### src/rtl/game_pkg.sv
// Shared game-core constants: coordinate width, screen size and projectile FSM state codes.
package game_pkg;

  localparam int unsigned COORD_W  = 10;
  localparam int unsigned SCREEN_W = 640;
  localparam int unsigned SCREEN_H = 480;

  // Projectile FSM state encodings
  localparam logic [1:0] StIdle     = 2'd0;
  localparam logic [1:0] StFly      = 2'd1;
  localparam logic [1:0] StCooldown = 2'd2;

endpackage

### src/rtl/projectile_controller_if.sv
// Projectile controller bus: game tick, fire, shooter position and collision in;
// projectile position, activity and hit/miss pulses out.
// PROJ_HIT_COUNTER_EN adds clr_count and hit_count.
interface projectile_controller_if;
  import game_pkg::*;

  logic               clk_collision;
  logic               fire;
  logic [COORD_W-1:0] shooter_x;
  logic [COORD_W-1:0] shooter_y;
  logic               collision;
  logic [COORD_W-1:0] proj_x;
  logic [COORD_W-1:0] proj_y;
  logic               proj_active;
  logic               hit;
  logic               miss;
`ifdef PROJ_HIT_COUNTER_EN
  logic               clr_count;
  logic [15:0]        hit_count;

  modport master (
    input  clk_collision, fire, shooter_x, shooter_y, collision, clr_count,
    output proj_x, proj_y, proj_active, hit, miss, hit_count
  );

  modport slave (
    output clk_collision, fire, shooter_x, shooter_y, collision, clr_count,
    input  proj_x, proj_y, proj_active, hit, miss, hit_count
  );
`else
  modport master (
    input  clk_collision, fire, shooter_x, shooter_y, collision,
    output proj_x, proj_y, proj_active, hit, miss
  );

  modport slave (
    output clk_collision, fire, shooter_x, shooter_y, collision,
    input  proj_x, proj_y, proj_active, hit, miss
  );
`endif

endinterface

### src/rtl/edge_detect.sv
// Rising-edge detector with synchronous active-low reset; rise_o is combinational
// so the edge is seen in the same cycle the level first goes high.
module edge_detect (
  input  logic clk_i,
  input  logic rst_ni,
  input  logic sig_i,
  output logic rise_o
);

  logic sig_q;

  // Remember last cycle's level
  always_ff @(posedge clk_i) begin
    if (!rst_ni) begin
      sig_q <= 1'b0;
    end else begin
      sig_q <= sig_i;
    end
  end

  assign rise_o = sig_i & ~sig_q;

endmodule

### src/rtl/projectile_controller.sv
// Player projectile controller: launches on a fire edge, climbs one PROJ_SPEED step per
// game tick, retires on an armed collision or on leaving the top edge, then cools down.
// Optional macro PROJ_HIT_COUNTER_EN adds a saturating hit counter with synchronous clear.
module projectile_controller
  import game_pkg::*;
#(
  parameter int unsigned PROJ_SPEED     = 4,
  parameter int unsigned SHOOTER_HALF_W = 8,
  parameter int unsigned COOLDOWN_TICKS = 8
) (
  input  logic                    clk,
  input  logic                    rst,
  projectile_controller_if.master bus
);

  localparam logic [COORD_W-1:0] Speed    = COORD_W'(PROJ_SPEED);
  localparam logic [COORD_W-1:0] HalfW    = COORD_W'(SHOOTER_HALF_W);
  localparam logic [7:0]         CoolLoad = 8'(COOLDOWN_TICKS);

  logic [1:0]         state_q, state_d;
  logic [COORD_W-1:0] x_q, x_d;
  logic [COORD_W-1:0] y_q, y_d;
  logic               active_q, active_d;
  logic               armed_q, armed_d;
  logic [7:0]         cnt_q, cnt_d;
  logic               hit_q, hit_d;
  logic               miss_q, miss_d;
  logic               fire_rise;

  edge_detect u_fire_edge (
    .clk_i  (clk),
    .rst_ni (rst),
    .sig_i  (bus.fire),
    .rise_o (fire_rise)
  );

  // Next-state logic; armed blocks collision until the first move, since the
  // detector answers one clk after the tick that moved us.
  always_comb begin
    state_d  = state_q;
    x_d      = x_q;
    y_d      = y_q;
    active_d = active_q;
    armed_d  = armed_q;
    cnt_d    = cnt_q;
    hit_d    = 1'b0;
    miss_d   = 1'b0;
    case (state_q)
      StIdle: begin
        if (fire_rise) begin
          x_d      = bus.shooter_x + HalfW;
          y_d      = bus.shooter_y;
          active_d = 1'b1;
          armed_d  = 1'b0;
          state_d  = StFly;
        end
      end
      StFly: begin
        if (bus.collision && armed_q) begin
          // Hit outranks a coincident tick: no move, no miss
          hit_d    = 1'b1;
          active_d = 1'b0;
          armed_d  = 1'b0;
          cnt_d    = CoolLoad;
          state_d  = StCooldown;
        end else if (bus.clk_collision) begin
          if (y_q < Speed) begin
            miss_d   = 1'b1;
            active_d = 1'b0;
            armed_d  = 1'b0;
            cnt_d    = CoolLoad;
            state_d  = StCooldown;
          end else begin
            y_d     = y_q - Speed;
            armed_d = 1'b1;
          end
        end
      end
      StCooldown: begin
        if (bus.clk_collision) begin
          if (cnt_q <= 8'd1) begin
            cnt_d   = 8'd0;
            state_d = StIdle;
          end else begin
            cnt_d = cnt_q - 8'd1;
          end
        end
      end
      default: begin
        state_d  = StIdle;
        active_d = 1'b0;
        armed_d  = 1'b0;
        cnt_d    = 8'd0;
      end
    endcase
  end

  // State registers with synchronous active-low reset
  always_ff @(posedge clk) begin
    if (!rst) begin
      state_q  <= StIdle;
      x_q      <= '0;
      y_q      <= '0;
      active_q <= 1'b0;
      armed_q  <= 1'b0;
      cnt_q    <= 8'd0;
      hit_q    <= 1'b0;
      miss_q   <= 1'b0;
    end else begin
      state_q  <= state_d;
      x_q      <= x_d;
      y_q      <= y_d;
      active_q <= active_d;
      armed_q  <= armed_d;
      cnt_q    <= cnt_d;
      hit_q    <= hit_d;
      miss_q   <= miss_d;
    end
  end

  assign bus.proj_x      = x_q;
  assign bus.proj_y      = y_q;
  assign bus.proj_active = active_q;
  assign bus.hit         = hit_q;
  assign bus.miss        = miss_q;

`ifdef PROJ_HIT_COUNTER_EN
  logic [15:0] hit_count_q, hit_count_d;

  // Saturating hit count, clear wins over increment; bumps alongside the hit pulse
  always_comb begin
    hit_count_d = hit_count_q;
    if (bus.clr_count) begin
      hit_count_d = 16'd0;
    end else if (hit_d && (hit_count_q != 16'hFFFF)) begin
      hit_count_d = hit_count_q + 16'd1;
    end
  end

  // Hit count register
  always_ff @(posedge clk) begin
    if (!rst) begin
      hit_count_q <= 16'd0;
    end else begin
      hit_count_q <= hit_count_d;
    end
  end

  assign bus.hit_count = hit_count_q;
`endif

endmodule

### src/flat_wrapper.sv
// flat-port wrapper written by rule: the top's interface ports become plain ports
module projectile_controller_flat import game_pkg::*;
#(
  parameter int unsigned PROJ_SPEED     = 4,
  parameter int unsigned SHOOTER_HALF_W = 8,
  parameter int unsigned COOLDOWN_TICKS = 8
)
  (clk, rst, bus_clk_collision, bus_fire, bus_shooter_x, bus_shooter_y, bus_collision, bus_proj_x, bus_proj_y, bus_proj_active, bus_hit, bus_miss);
  projectile_controller_if bus_i ();
  input  logic clk;
  input  logic rst;
  input wire logic [$bits(bus_i.clk_collision)-1:0] bus_clk_collision;
  input wire logic [$bits(bus_i.fire)-1:0] bus_fire;
  input wire logic [$bits(bus_i.shooter_x)-1:0] bus_shooter_x;
  input wire logic [$bits(bus_i.shooter_y)-1:0] bus_shooter_y;
  input wire logic [$bits(bus_i.collision)-1:0] bus_collision;
  output wire logic [$bits(bus_i.proj_x)-1:0] bus_proj_x;
  output wire logic [$bits(bus_i.proj_y)-1:0] bus_proj_y;
  output wire logic [$bits(bus_i.proj_active)-1:0] bus_proj_active;
  output wire logic [$bits(bus_i.hit)-1:0] bus_hit;
  output wire logic [$bits(bus_i.miss)-1:0] bus_miss;
  assign bus_i.clk_collision = bus_clk_collision;
  assign bus_i.fire = bus_fire;
  assign bus_i.shooter_x = bus_shooter_x;
  assign bus_i.shooter_y = bus_shooter_y;
  assign bus_i.collision = bus_collision;
  assign bus_proj_x = bus_i.proj_x;
  assign bus_proj_y = bus_i.proj_y;
  assign bus_proj_active = bus_i.proj_active;
  assign bus_hit = bus_i.hit;
  assign bus_miss = bus_i.miss;
  projectile_controller #(.PROJ_SPEED(PROJ_SPEED), .SHOOTER_HALF_W(SHOOTER_HALF_W), .COOLDOWN_TICKS(COOLDOWN_TICKS)) u_core (.clk(clk), .rst(rst), .bus(bus_i));
endmodule
### config.mk
export PLATFORM = sky130hd
export DESIGN_NAME = projectile_controller_flat
export DESIGN_NICKNAME = d
export VERILOG_FILES = /design/src/rtl/game_pkg.sv /design/src/rtl/projectile_controller_if.sv /design/src/rtl/edge_detect.sv /design/src/rtl/projectile_controller.sv /design/src/flat_wrapper.sv
export SDC_FILE = /design/constraint.sdc
export NUM_CORES = 1
export LEC_CHECK = 0
export ABC_CLOCK_PERIOD_IN_PS = 2000
export CAP_MARGIN = 20
export CELL_PAD_IN_SITES_DETAIL_PLACEMENT = 0
export CELL_PAD_IN_SITES_GLOBAL_PLACEMENT = 1
export CORE_MARGIN = 10
export CORE_UTILIZATION = 35
export CTS_CLUSTER_DIAMETER = 150
export DETAILED_ROUTE_END_ITERATION = 7
export MAX_ROUTING_LAYER = met4
export PLACE_DENSITY_LB_ADDON = 0.12
export REMOVE_ABC_BUFFERS = 1
export SLEW_MARGIN = 15
export SYNTH_ARGS = -nofsm -noshare
export SYNTH_HDL_FRONTEND = slang
export SYNTH_SLANG_ARGS = --single-unit
### constraint.sdc
create_clock -name clk -period 2 [get_ports clk]
set_input_delay 0.2 -clock clk [delete_from_list [all_inputs] [get_ports clk]]
set_output_delay 0.2 -clock clk [all_outputs]
set_load 0.02 [all_outputs]
Word-level counts from Yosys, hierarchy flattened
Index checks and enable logic that the tools add are counted.
Storage, ports and cells
  bits in registers: 35
  input port bits: 25
  output and inout port bits: 23
  logic and storage cells: 72
Cells by class
  add/sub/neg operators: 3
  magnitude comparators: 2
  equal/unequal tests: 10
  mux-type cells: 30
  bitwise gates (word level): 7
  reduce and logical (&&, ||, !) cells: 11
Operators with widths (count)
  $mux 10: 4
  $mux 8: 5
  $pmux 8 s3: 1
  $pmux 10 s2: 1
  $mux 2: 6
  $add 10x4->10 const B: 1
  $lt 10x3->1 const B: 1
  $mux 1: 10
  $reduce_and 5->1: 2
  $sub 10x3->10 const B: 1
  $le 8x1->1 const B: 1
  $ne 2x2->1 const B: 4
  $reduce_and 4->1: 2
  $sub 8x1->8 const B: 1
  $not 1->1: 6
  $pmux 1 s3: 2
  $pmux 2 s3: 1
  $ne 2x1->1 const B: 2
  $reduce_and 2->1: 2
  $reduce_or 4->1: 1
  $ne 3x1->1 const B: 1
  $ne 3x2->1 const B: 1
  $reduce_and 3->1: 1
  $eq 2x1->1 const B: 1
  other kinds (5): 5

Longest topological paths before layout
  depth after elaboration: 5
  mapped depth: 9
  gate-level depth less buffers: 7

By module
A second synthesis with hierarchy kept.
Second synthesis, totals
  cell total of the unflattened synthesis: 236
  area, all modules: 1963.1 µm²
Modules (own cells, without submodules)
  projectile_controller: times used 1, cells an instance 233, area an instance 1923.1 µm²
  edge_detect: times used 1, cells an instance 3, area an instance 40.0 µm²

Least setup slack after synthesis
Ideal clock, no wire load.
  kind: reg2reg
  start point: register u_core.y_q[2], in the netlist u_core.bus.proj_y[2]
  end point: register u_core.y_q[7], in the netlist u_core.bus.proj_y[7]
  setup time: 0.071 ns
  data arrival time: 1.905 ns
  data required time: 1.929 ns
  slack: 0.024 ns
  stages on the path, launching flop included: 9
  buffers on the path: 1
  period minus slack after synthesis: 1.976 ns
  cell sequence: dfxtp_1 inv_1 ha_1 nor3b_1 nand2_1 a31oi_2 buf_4 o21ai_0 a21oi_1
Between the ends
  longest elaborated chain between the ends: 5
  elaborated cells on any way between the ends: 8
  those cells by class: add/sub (1); order compare (1); eq/ne (1); mux (4); reduce/logical (1)
Ends and longest elaborated chain
  start: declaration: RTL line projectile_controller.sv:22  | logic [COORD_W-1:0] y_q, y_d;
  start signal: assignment: RTL line projectile_controller.sv:112  | y_q <= y_d;
  $sub 10x3->10: RTL line projectile_controller.sv:74  | y_d = y_q - Speed;
  $mux 10: RTL line projectile_controller.sv:67  | if (y_q < Speed) begin
  $mux 10: RTL line projectile_controller.sv:66  | end else if (bus.clk_collision) begin
  $mux 10: RTL line projectile_controller.sv:59  | if (bus.collision && armed_q) begin
  $pmux 10 s2: RTL line projectile_controller.sv:48  | case (state_q)
Several ways; a longest one is shown, not always the timed one. The select of a mux whose other input is x is not followed.
A chain may end at the register's enable or synchronous reset.

Worst setup path after layout
  start point: register u_core.cnt_q[0]
  end point: register u_core.cnt_q[6]
Between the ends
  longest elaborated chain between the ends: 4
  elaborated cells on any way between the ends: 5
  those cells by class: add/sub (1); order compare (1); mux (3)
Ends and longest elaborated chain
  start: declaration: RTL line projectile_controller.sv:25  | logic [7:0] cnt_q, cnt_d;
  start signal: assignment: RTL line projectile_controller.sv:115  | cnt_q <= cnt_d;
  $sub 8x1->8 / $le 8x1->1 (equally long branches): RTL line projectile_controller.sv:85, projectile_controller.sv:81
  $mux 8 (*): RTL line projectile_controller.sv:81  | if (cnt_q <= 8'd1) begin
  $mux 8 (*): RTL line projectile_controller.sv:80  | if (bus.clk_collision) begin
  $pmux 8 s3 (*): RTL line projectile_controller.sv:48
Every way passes the cells marked *; elsewhere a longest branch is shown, timed or not. The select of a mux whose other input is x is not followed.

==> results.toml <==
[sta]
final_setup_violations = 0
least_margin_pin_slew_ns = 0.451
final.setup.worst_slack_ns = 0.159
finalClockSkew_ns = 0.00431
maxSlewViolCount = 0
hold_viol_final = 0
slew_headroom_pct = 69.7
maxClockFrequency_mhz = 543
post-route-min-period_ns = 1.84
setup_tns_ns = 0
unrepaired_setup_endpoints_after_global_routing = "false"
fin_crit_sh_pct = 92.1

[die]
die-height_um = 92.8
fp.dieW_um = 92.8
core_um2 = 5140
die-area_um2 = 8610
initial_core_util_pct = 36.1
i_o_pins = 48
placement_rows = 26

[layout]
multiInputGateArea_um2 = 1070
antenna_diodes = 0
areaGrowthSynthToFinish_pct = 44.4
final.fill_count = 557
final-seq-area_um2 = 701
mostFrequentLayoutCell = "sky130_fd_sc_hd__clkdlybuf4s50_1"
final_cell_count_no_fill = 370
most-common-layout-cells = "sky130_fd_sc_hd__clkdlybuf4s50_1, sky130_fd_sc_hd__dfxtp_1, sky130_fd_sc_hd__nor2_1, sky130_fd_sc_hd__nand2_1"
drive_above_1_share_pct = 12.3
finish.net_count = 332

[setup_path]
startpoint_of_the_worst_slack_reg_to_reg_timing_path = "u_core.cnt_q[0]"
worst_setup_path_endpoint = "u_core.cnt_q[6]"
launch_point_of_the_worst_path = "u_core.cnt_q[0]"
startpoint_type = "flip-flop"
reg2reg_depth = 7
critPathRequiredTime_ns = 2.23
regToRegEndpoint = "u_core.cnt_q[6]"
worst_setup_path_end_kind = "flip-flop"
timing.reg2reg.setup_slack_ns = 0.16
worstPathMaxFanout = 6
critPathKind = "flip-flop to flip-flop"
cp.arrival_ns = 2.07

[synth]
ys_async_sr_fraction_pct = 0
synth.lib_cells_used.distinct = 44
post_synthesis_average_cell_area_um2 = 8.00
synthFlopType = "sky130_fd_sc_hd__dfxtp_1"
part_of_the_yosys_area_used_for_sequential_elements_pct = 37.8
syn_area_um2 = 1860
postSynthRegisterBits = 35
synth.yosys.warnings = 0
post_synthesis_cell_count = 232
synth_edf_count = 0

[grt]
global_route.peak_usage_layer = "met2"
global_route_wire_length_before_repair_um = 8720
via_count_of_the_first_global_routing_pass = 1843
grt_remaining_overflow = 0
grtUsageMet1_pct = 14.9
groute.usage.overall_pct = 12.7
grt_util_met3_pct = 5.25
grt_max_degree = 26
grt_util_met2_pct = 18.9
grt_antenna_before_repair = 0

[clock_tree]
cts_tree = "done"
count_of_clock_tree_sinks = 35
cts_post_setup_buffers_inserted = 0
clk_buf_depth = 2
cts_root_buffer = "sky130_fd_sc_hd__clkbuf_8"
cts_buf_count = 5
insertion_delay_ns = 0.29
clk_pin_slew_ns = 0.07
number_of_h_tree_levels = 2

[drt]
wl_per_cell_um = 14.0
via_per_inst = 5.06
final_antenna_net_count = 0
detailedRoute.firstPassIterationCount = 4
vias = 1872
first_iter_violations = 89
postRouteWirelength_um = 5170
route.detailed.drc = 0

[placed_design]
dp.cells = 362
post-place-ws_ns = 0.137
finalWeightedCongestion = 0.890
hpwl_um = 3910
place.port_buffers = 47

[run_status]
status = "completed"

[job]
timing.max_cap.violations = 0

[pwr]
power.total_uw = 3360
power_per_cell_area_nw_per_um2 = 1260
p_leak_uw = 0.00105
max-vdd-ir-drop_uv = 500

[worst_hold_path]
hold_class = "input port to flip-flop"
==> worst min path at each step <==
| stage | from | to | slack [ns] | depth (start not counted) |
|---|---|---|---|---|
| 2_1_floorplan | bus_shooter_x[3] | u_core.bus.proj_x[3] | 0.30 | 1 |
| 6_report | bus_shooter_x[2] | u_core.bus.proj_x[2] | 0.45 | 3 |
| 4_1_cts | bus_shooter_x[0] | u_core.bus.proj_x[0] | 0.44 | 3 |
| 3_3_place_gp | u_core.bus.proj_x[0] | u_core.bus.proj_x[0] | 0.44 | 2 |
| 5_1_grt | bus_shooter_x[0] | u_core.bus.proj_x[0] | 0.47 | 3 |
| 3_5_place_dp | u_core.bus.proj_x[0] | u_core.bus.proj_x[0] | 0.45 | 2 |
==> state kept, by name, summed over array words and instances, names as in the netlist <==
register,count
u_core.bus.proj_x,10
u_core.bus.proj_y,10
u_core.cnt_q,8
u_core.state_q,2
u_core.armed_q,1
u_core.bus.hit,1
u_core.bus.miss,1
u_core.bus.proj_active,1
u_core.u_fire_edge.sig_q,1
==> power by group <==
group / switching (uW) / leakage [uW] / total [uW] / internal (uW)
sequential: 111 / 0.000286 / 936 / 825
clock: 269 / 0.0000612 / 673 / 403
combinational: 936 / 0.000701 / 1760 / 819
total: 1320 / 0.00105 / 3360 / 2050
==> cell usage after synthesis (all sizes together) (2+ instances only) <==
cell    instances  area [um^2]
mux2i           2         20.0
a21o            3         22.5
nand4           3         18.8
or3             2         12.5
nand3b          3         22.5
nand3           9         45.0
clkbuf          9         33.8
o211ai          2         15.0
a21oi          22          110
o21ai          11         55.1
dfxtp          35          701
nor3            7         35.0
and2            2         12.5
a31oi           3         25.0
o311a           2         20.0
o32ai           2         17.5
a211oi          8         60.1
nor2b           2         12.5
o31ai           4         30.0
a22oi           2         15.0
xor2            2         17.5
nand2          24         90.1
xnor2           3         26.3
inv            14         52.6
and3            4         25.0
nor4            7         65.1
nor2           24         90.1
ha              8          100
==> worst max-delay path: stages, from the launching register on <==
cell and delay [ns]:
sky130_fd_sc_hd__dfxtp_1 0.41, sky130_fd_sc_hd__inv_1 0.06, sky130_fd_sc_hd__ha_1 0.20, sky130_fd_sc_hd__or2_2 0.34
sky130_fd_sc_hd__nand3_1 0.10, sky130_fd_sc_hd__nand2_1 0.05, sky130_fd_sc_hd__or4_1 0.46, sky130_fd_sc_hd__a21oi_1 0.14
==> layout make-up <==
type / instances / area share (%)
sequential: 35 / 26.1
tap: 70 / 3.27
inverter: 14 / 1.96
clock inverter: 2 / 1.31
timing repair buffer: 70 / 24.5
clock buffer: 6 / 3.08
multi-input combinational: 173 / 39.8
==> per-layer routing <==
layer | wire (um) | vias to the layer above
met5 | 0 | -
met1 | 2410 | 832
met3 | 408 | 7
met4 | 74 | 0
li1 | - | 977
met2 | 2270 | 56
==> cells by family after synthesis <==
logic type	synth area share [%]
simple gates	25.1
compound gates	23.3
flops	37.8
buf+inv	5.06
fa+ha+maj	5.39
xor+xnor	2.36
mux	1.08
==> repair_timing <==
action | in CTS | in global routing
resized for setup | 0 | 2
hold buffers | 0 | 0
endpoints found under the setup margin | 0 | 6
endpoints found under the hold margin | 0 | 0
==> stage by stage <==
| step | hold WS, ns | area (um^2) | util, % |
|---|---|---|---|
| 4_1_cts | 0.437 | 2680 | 52.0 |
| 3_5_place_dp | 0.448 | 2560 | 49.8 |
| 2_1_floorplan | 0.296 | 1810 | - |
| 6_report | 0.447 | 2680 | 52.1 |
| 3_3_place_gp | 0.442 | 2560 | 49.8 |
| 5_1_grt | 0.465 | 2680 | 52.1 |
Power figures use the tool's default switching activity.
